**config.mk**
```make
export PLATFORM = sky130hd
export DESIGN_NAME = uart_autobaud
export DESIGN_NICKNAME = d
export VERILOG_FILES = /design/src/rtl/uart_pkg.sv /design/src/rtl/seq_divider.sv /design/src/rtl/uart_autobaud.sv
export SDC_FILE = /design/constraint.sdc
export NUM_CORES = 1
export LEC_CHECK = 0
export BUFFER_PORTS_ARGS = -buffer_cell sky130_fd_sc_hd__buf_2
export CAP_MARGIN = 10
export CORE_MARGIN = 2
export CORE_UTILIZATION = 55
export DETAILED_ROUTE_END_ITERATION = 10
export HOLD_SLACK_MARGIN = 0.1
export PLACE_DENSITY = 0.77
export RECOVER_POWER = 100
export SYNTH_ARGS = -nofsm -noshare
export SYNTH_HDL_FRONTEND = slang
export SYNTH_SLANG_ARGS = --single-unit
```
**constraint.sdc**
```tcl
create_clock -name clk -period 4.7 [get_ports clk]
set_input_delay 0.47 -clock clk [delete_from_list [all_inputs] [get_ports clk]]
set_output_delay 0.47 -clock clk [all_outputs]
set_load 0.02 [all_outputs]
```
**src/rtl/uart_pkg.sv**
```systemverilog
// Shared definitions for the serial subsystem autobaud path: FSM states,
// divider width and the sync-character framing constants.
package uart_pkg;

  typedef enum logic [2:0] {
    ST_IDLE,
    ST_WAIT_IDLE,
    ST_WAIT_FALL,
    ST_MEASURE,
    ST_DIVIDE
  } state_t;

  // Width of the divider numerator (CLKFREQ*8 plus rounding term).
  localparam int NUM_W = 40;

  // 'U' on an 8N1 line gives 0101010101: five falling edges over 8 bit times.
  localparam logic [7:0] SYNC_CHAR  = 8'h55;
  localparam int         EDGE_COUNT = 5;

endpackage

```
**src/rtl/seq_divider.sv**
```systemverilog
// Generic iterative restoring divider: one quotient bit per clock, NUM_W
// clocks per division. start loads a new operand pair while idle, flush
// cancels a division in flight, done pulses once with quo valid.
module seq_divider #(
  parameter int NUM_W = 40,
  parameter int DEN_W = 24
) (
  input  logic             clk,
  input  logic             rst_n,
  input  logic             start,
  input  logic             flush,
  input  logic [NUM_W-1:0] num,
  input  logic [DEN_W-1:0] den,
  output logic             busy,
  output logic             done,
  output logic [NUM_W-1:0] quo
);

  localparam int CW = $clog2(NUM_W + 1);

  logic [NUM_W-1:0] quo_q, quo_d;
  logic [DEN_W-1:0] rem_q, rem_d;
  logic [DEN_W-1:0] den_q, den_d;
  logic [CW-1:0]    cnt_q, cnt_d;
  logic             busy_q, busy_d;
  logic             done_q, done_d;
  logic [DEN_W:0]   trial;
  logic [DEN_W:0]   diff;

  // Shift the next numerator bit into the partial remainder; a clear top
  // bit of the difference means the divisor fits.
  assign trial = {rem_q, quo_q[NUM_W-1]};
  assign diff  = trial - {1'b0, den_q};

  // Load, iterate and finish: the numerator register doubles as the quotient.
  always_comb begin
    quo_d  = quo_q;
    rem_d  = rem_q;
    den_d  = den_q;
    cnt_d  = cnt_q;
    busy_d = busy_q;
    done_d = 1'b0;
    if (flush) begin
      busy_d = 1'b0;
    end else if (busy_q) begin
      if (!diff[DEN_W]) begin
        rem_d = diff[DEN_W-1:0];
        quo_d = {quo_q[NUM_W-2:0], 1'b1};
      end else begin
        rem_d = trial[DEN_W-1:0];
        quo_d = {quo_q[NUM_W-2:0], 1'b0};
      end
      cnt_d = cnt_q - 1'b1;
      if (cnt_q == CW'(1)) begin
        busy_d = 1'b0;
        done_d = 1'b1;
      end
    end else if (start) begin
      quo_d  = num;
      rem_d  = '0;
      den_d  = den;
      cnt_d  = CW'(NUM_W);
      busy_d = 1'b1;
    end
  end

  // Divider state registers.
  always_ff @(posedge clk or negedge rst_n) begin
    if (!rst_n) begin
      quo_q  <= '0;
      rem_q  <= '0;
      den_q  <= '0;
      cnt_q  <= '0;
      busy_q <= 1'b0;
      done_q <= 1'b0;
    end else begin
      quo_q  <= quo_d;
      rem_q  <= rem_d;
      den_q  <= den_d;
      cnt_q  <= cnt_d;
      busy_q <= busy_d;
      done_q <= done_d;
    end
  end

  assign busy = busy_q;
  assign done = done_q;
  assign quo  = quo_q;

endmodule

```
**src/rtl/uart_autobaud.sv**
```systemverilog
// Autobaud detector: times the five falling edges of a 'U' sync character
// and divides to get baud = CLKFREQ*8/span, plus rounded clocks per bit.
// Optional macro UART_AUTOBAUD_CHECK_EN adds an interval-consistency check
// that rejects characters other than 'U' and noisy lines.
module uart_autobaud #(
  parameter int CLKFREQ  = 1000000,
  parameter int CNT_W    = 24,
  parameter int IDLE_CYC = 16
) (
  input  logic             clk,
  input  logic             resetq,
  input  logic             rx,
  input  logic             start,
  input  logic             abort,
  output logic             busy,
  output logic             done,
  output logic             err,
  output logic [31:0]      baud,
  output logic [CNT_W-1:0] bit_cycles
);

  import uart_pkg::*;

  localparam int               IDLE_W   = $clog2(IDLE_CYC + 1);
  localparam logic [NUM_W-1:0] BASE_NUM = NUM_W'(64'(CLKFREQ) * 64'd8);
  localparam logic [CNT_W-1:0] SPAN_MAX = '1;
  localparam logic [CNT_W-1:0] SPAN_MIN = CNT_W'(16);

  state_t           state_q, state_d;
  logic             rx_meta_q, rx_meta_d;
  logic             rx_sync_q, rx_sync_d;
  logic             rx_prev_q, rx_prev_d;
  logic [IDLE_W-1:0] idle_cnt_q, idle_cnt_d;
  logic [CNT_W-1:0] span_q, span_d;
  logic [CNT_W-1:0] int_q, int_d;
  logic [CNT_W-1:0] span_cap_q, span_cap_d;
  logic [2:0]       edge_idx_q, edge_idx_d;
  logic [31:0]      baud_q, baud_d;
  logic [CNT_W-1:0] bitc_q, bitc_d;
  logic             done_q, done_d;
  logic             err_q, err_d;

  logic             fall;
  logic [CNT_W-1:0] span_inc;
  logic [CNT_W-1:0] int_inc;
  logic             span_ovf;
  logic             last_edge;
  logic             too_fast;
  logic             interval_bad;
  logic             div_start;
  logic             div_busy;
  logic             div_done;
  logic [NUM_W-1:0] div_num;
  logic [NUM_W-1:0] div_quo;
  logic             quo_ovf;

  assign fall      = rx_prev_q & ~rx_sync_q;
  assign span_inc  = span_q + 1'b1;
  assign int_inc   = int_q + 1'b1;
  assign span_ovf  = (state_q == ST_MEASURE) && (span_inc == SPAN_MAX);
  assign last_edge = (edge_idx_q == 3'(EDGE_COUNT - 1));
  assign too_fast  = (span_inc < SPAN_MIN);
  assign div_num   = BASE_NUM + NUM_W'(span_inc >> 1);
  assign quo_ovf   = |div_quo[NUM_W-1:32];

`ifdef UART_AUTOBAUD_CHECK_EN
  logic [CNT_W-1:0] i0_q, i0_d;
  logic [CNT_W-1:0] int_diff;

  // Each interval after the first must stay within a quarter of the first.
  assign int_diff     = (int_inc >= i0_q) ? (int_inc - i0_q) : (i0_q - int_inc);
  assign interval_bad = fall && (state_q == ST_MEASURE) && (edge_idx_q >= 3'd2) &&
                        (int_diff > (i0_q >> 2));

  // Reference interval register, captured at the second falling edge.
  always_ff @(posedge clk or negedge resetq) begin
    if (!resetq) i0_q <= '0;
    else         i0_q <= i0_d;
  end
`else
  assign interval_bad = 1'b0;
`endif

  seq_divider #(
    .NUM_W(NUM_W),
    .DEN_W(CNT_W)
  ) u_div (
    .clk  (clk),
    .rst_n(resetq),
    .start(div_start),
    .flush(abort),
    .num  (div_num),
    .den  (span_inc),
    .busy (div_busy),
    .done (div_done),
    .quo  (div_quo)
  );

  // Two-flop synchronizer followed by the edge-detect register.
  always_comb begin
    rx_meta_d = rx;
    rx_sync_d = rx_meta_q;
    rx_prev_d = rx_sync_q;
  end

  // FSM state register.
  always_ff @(posedge clk or negedge resetq) begin
    if (!resetq) state_q <= ST_IDLE;
    else         state_q <= state_d;
  end

  // Next-state logic; abort from any active state overrides everything.
  always_comb begin
    state_d = state_q;
    unique case (state_q)
      ST_IDLE:      if (start && !abort) state_d = ST_WAIT_IDLE;
      ST_WAIT_IDLE: if (rx_sync_q && (idle_cnt_q == IDLE_W'(IDLE_CYC - 1))) state_d = ST_WAIT_FALL;
      ST_WAIT_FALL: if (fall) state_d = ST_MEASURE;
      ST_MEASURE: begin
        if (span_ovf || interval_bad) state_d = ST_IDLE;
        else if (fall && last_edge)   state_d = too_fast ? ST_IDLE : ST_DIVIDE;
      end
      ST_DIVIDE:    if (div_done || !div_busy) state_d = ST_IDLE;
      default:      state_d = ST_IDLE;
    endcase
    if (abort && (state_q != ST_IDLE)) state_d = ST_IDLE;
  end

  // Counters, capture, divider launch and result/pulse generation per state.
  always_comb begin
    idle_cnt_d = idle_cnt_q;
    span_d     = span_q;
    int_d      = int_q;
    edge_idx_d = edge_idx_q;
    span_cap_d = span_cap_q;
    baud_d     = baud_q;
    bitc_d     = bitc_q;
    done_d     = 1'b0;
    err_d      = 1'b0;
    div_start  = 1'b0;
`ifdef UART_AUTOBAUD_CHECK_EN
    i0_d       = i0_q;
`endif
    unique case (state_q)
      ST_IDLE:      idle_cnt_d = '0;
      ST_WAIT_IDLE: idle_cnt_d = rx_sync_q ? (idle_cnt_q + 1'b1) : '0;
      ST_WAIT_FALL: begin
        if (fall) begin
          span_d     = '0;
          int_d      = '0;
          edge_idx_d = 3'd1;
        end
      end
      ST_MEASURE: begin
        span_d = span_inc;
        int_d  = int_inc;
        if (span_ovf) begin
          err_d = 1'b1;
        end else if (fall) begin
          int_d      = '0;
          edge_idx_d = edge_idx_q + 3'd1;
`ifdef UART_AUTOBAUD_CHECK_EN
          if (edge_idx_q == 3'd1) i0_d = int_inc;
`endif
          if (interval_bad) begin
            err_d = 1'b1;
          end else if (last_edge) begin
            span_cap_d = span_inc;
            if (too_fast) err_d = 1'b1;
            else          div_start = 1'b1;
          end
        end
      end
      ST_DIVIDE: begin
        if (div_done) begin
          if (quo_ovf) begin
            err_d = 1'b1;
          end else begin
            done_d = 1'b1;
            baud_d = div_quo[31:0];
            bitc_d = CNT_W'(({1'b0, span_cap_q} + (CNT_W + 1)'(4)) >> 3);
          end
        end else if (!div_busy) begin
          err_d = 1'b1;
        end
      end
      default: ;
    endcase
    if (abort && (state_q != ST_IDLE)) begin
      done_d    = 1'b0;
      err_d     = 1'b0;
      div_start = 1'b0;
      baud_d    = baud_q;
      bitc_d    = bitc_q;
    end
  end

  // Datapath and output registers.
  always_ff @(posedge clk or negedge resetq) begin
    if (!resetq) begin
      rx_meta_q  <= 1'b0;
      rx_sync_q  <= 1'b0;
      rx_prev_q  <= 1'b0;
      idle_cnt_q <= '0;
      span_q     <= '0;
      int_q      <= '0;
      span_cap_q <= '0;
      edge_idx_q <= '0;
      baud_q     <= '0;
      bitc_q     <= '0;
      done_q     <= 1'b0;
      err_q      <= 1'b0;
    end else begin
      rx_meta_q  <= rx_meta_d;
      rx_sync_q  <= rx_sync_d;
      rx_prev_q  <= rx_prev_d;
      idle_cnt_q <= idle_cnt_d;
      span_q     <= span_d;
      int_q      <= int_d;
      span_cap_q <= span_cap_d;
      edge_idx_q <= edge_idx_d;
      baud_q     <= baud_d;
      bitc_q     <= bitc_d;
      done_q     <= done_d;
      err_q      <= err_d;
    end
  end

  assign busy       = (state_q != ST_IDLE);
  assign done       = done_q;
  assign err        = err_q;
  assign baud       = baud_q;
  assign bit_cycles = bitc_q;

endmodule

```
==> impl_metrics.toml <==
[status]
status = "finished, violations left"
violations = "max-capacitance violations, max-slew violations"

[drt]
drt_iter0_drc = 717
routed_wirelength_mm = 28.9
wl_per_cell_um = 17.9
vias = 9573
dr.pass1.iters = 9
drc = 0
ant_nets = 0
avgViaCountPerCell = 5.93

[global_routing]
grt_pass1_vias = 9413
grt-ovfl-total = 0
antenna_found_initial = 0
grtUsageTotal_pct = 26.5
grt_first_pass_wirelength_mm = 48.0
grt_max_degree = 123

[power]
switching_share_pct = 26.2
p_switching_mw = 1.14
powerDensity_nw_per_um2 = 337
p_leak_nw = 5.84
p_total_mw = 4.35
clockPowerShare_pct = 43.6
intPower_mw = 3.21
seqPwrFrac_pct = 46.1
comb_power_share_pct = 10.3
worst_ir_drop_vdd_uv = 342

[synth]
ys_types = 71
netlist_area_um2 = 11700
synthFlopType = "dfrtp_1"
syn_area_per_cell_um2 = 9.07
seq_area_frac_synth_pct = 45.5
synthArstFlopShare_pct = 100
synthCells = 1285
ys_seq_elements = 212
synth_edf_count = 0
ys_warn_count = 0

[timing]
max-slew-margin-rel_pct = -101
worstMarginPinSlew_ns = 3.01
setup_violations = 0
hold_violations = 0
fmax_mhz = 228
hold_ws_ns = 0.353
fin_crit_ns = 4.39
fin_tns_setup_ns = 0
rsz0062_at_grt = "no"
maxSlewViolCount = 175
clock_skew_ns = 0.0166
post-route-period-util_pct = 93.5

[worst_setup_path]
critPathMaxStageDelay_ns = 0.60
crit_buf_inv = 1
path_common_cell = "or3_1"
worstSetupEndpointType = "register"
crit_path_start_kind = "register"
rrSetupSlack_ns = 0.31
critical_path.max_fanout = 26
cp-startpoint = "span_q[1]"
slowest_stage = "or3_1"
crit_family = "simple AND/OR/NAND/NOR gates"
worstPathRequired_ns = 5.09
rr_startpoint = "span_q[1]"
crit_chain = "ha_1, nand4_1, or3_1, or3_1, nand2_1, a2111oi_0, and4_2, nor4b_4, buf_4, mux2_2"
worstSetupPathType = "register to register"
worst_ep_arrival_time_ns = 4.79

[final_layout]
n_antenna_cell = 0
syn_to_final_growth_pct = 11.0
final_nets = 1362
drive_gt1_share_pct = 8.52
most-common-layout-cells = "nand2_1 (219), dfrtp_1 (212), o21ai_0 (104)"
final_common_cell = "nand2_1"

[floorplanning]
io_pins = 64
std_cell_rows = 53
start_util_pct = 55.8
core-area_um2 = 20900
die-width_um = 150
die_h_um = 150
dieArea_um2 = 22400

[clocking]
cts_buffer_depth = 3
clock_latency_ns = 0.52
cts_root_buf = "clkbuf_16"
h-tree-depth = 1
cts_buffers = 24
cts_sinks = 212
cts_tree = "built"
cts_setup_buffers = 0
path_clk_slew_ns = 0.06

[place]
dp_hpwl_mm = 19.8
routabilityCongestion = 0.975
io_buffers = 61

[min_path]
min-delay-path-class = "register to register"
min_from = "rx_meta_q"

[job]
drv_cap = 3
layer usage:
metal / share of wire, % / routed length, um / track usage (%) / vias to the layer above
li1: - / - / - / 4573
met1: 44 / 12700 / 36.8 / 4595
met2: 46 / 13200 / 42.5 / 325
met3: 6.9 / 1990 / 3.78 / 80
met4: 3.7 / 1080 / 9.86 / 0
met5: 0 / 0 / 0 / -
cells by family (layout without fill, tap and decap cells):
| family | after synthesis | count (layout) | share of synthesized area, % |
|---|---|---|---|
| AND/OR/NAND/NOR | 459 | 460 | 18.4 |
| AO/OA/AOI/OAI | 302 | 302 | 16.0 |
| flip-flops | 212 | 212 | 45.5 |
| buffers and inverters | 138 | 189 | 4.88 |
| XOR/XNOR | 76 | 76 | 5.71 |
| multiplexers | 61 | 61 | 5.49 |
| adder cells (fa/ha/maj) | 36 | 36 | 3.93 |
| other | 1 | 2 | 0.0322 |
worst reg2reg max path, cell delays in order, from the launching register on:
cell	delay [ns]
dfrtp_1	0.50
ha_1	0.40
nand4_1	0.34
or3_1	0.60
or3_1	0.43
nand2_1	0.19
a2111oi_0	0.11
and4_2	0.35
nor4b_4	0.56
buf_4	0.40
mux2_2	0.38
cells in the mapped netlist, drive strengths merged, types with 9 or more instances:
| master | count | share of area [%] |
|---|---|---|
| ha | 35 | 3.8 |
| a31oi | 17 | 0.91 |
| nand2 | 220 | 7.1 |
| nor3 | 27 | 1.2 |
| clkbuf | 56 | 1.8 |
| nand3 | 31 | 1.4 |
| a21oi | 77 | 3.3 |
| buf | 25 | 1.2 |
| nor2b | 12 | 0.64 |
| and3 | 13 | 0.70 |
| xor2 | 31 | 2.3 |
| inv | 57 | 1.8 |
| dfrtp | 212 | 46 |
| mux2 | 23 | 2.2 |
| nor2 | 75 | 2.4 |
| nor4 | 12 | 0.70 |
| o21ai | 104 | 4.5 |
| o2bb2ai | 18 | 1.4 |
| or3 | 9 | 0.48 |
| a22o | 9 | 0.68 |
| o31ai | 11 | 0.75 |
| xnor2 | 45 | 3.4 |
| and2 | 10 | 0.54 |
| mux2i | 38 | 3.3 |
| nand4 | 14 | 0.75 |
through the flow:
stage / cell area, um^2 / utilization, % / setup slack (ns) / cells
after global routing: 12900 / 61.9 / 0.0187 / 1613
after global placement: 12200 / 58.4 / 0.332 / 1568
after CTS: 13000 / 62.3 / 0.109 / 1612
after detailed placement: 12200 / 58.4 / 0.149 / 1568
after floorplan: 11700 / - / 1.09 / 1286
final: 12900 / 61.9 / 0.307 / 1613
area by class of cell:
type | count | area, um^2
clock buffers | 34 | 699
clock inverters | 9 | 105
fillers | 1784 | 7960
inverters | 57 | 214
multi-input cells | 937 | 5830
flip-flops and latches | 212 | 5310
well taps | 275 | 344
repair buffers | 89 | 433
state kept, by name, summed over array words and instances (netlist names), 3 cells and up:
name	count
baud	32
bit_cycles	22
edge_idx_q	3
idle_cnt_q	5
span_cap_q	22
span_q	24
state_q	3
u_div.cnt_q	6
u_div.den_q	24
u_div.quo	40
u_div.rem_q	24
power groups by stage:
stage	sequential, mW	combinational [mW]	clock, mW
after floorplan	2.02	0.306	0
after global placement	2.03	0.441	0
after detailed placement	2.04	0.451	0
after CTS	2.01	0.459	1.93
after global routing	2.02	0.506	2.01
final	2.01	0.448	1.90
final timing paths:
check / to / cells past startpoint
setup / recovery: u_div.den_q[17] / 10
min in group asynchronous: bit_cycles[3] / 1
setup reg to reg: u_div.den_q[17] / 10
hold / removal: rx_prev_d / 0
max in group asynchronous: u_div.rem_q[4] / 2
hold reg to reg: rx_prev_d / 0
what timing repair did:
item | CTS | global route
resized for setup | 0 | 3
endpoints found under the setup margin | 0 | 50
hold endpoints to repair | 1 | 0
hold buffers | 1 | 0
Note: power is estimated with default switching activity, not from simulation.
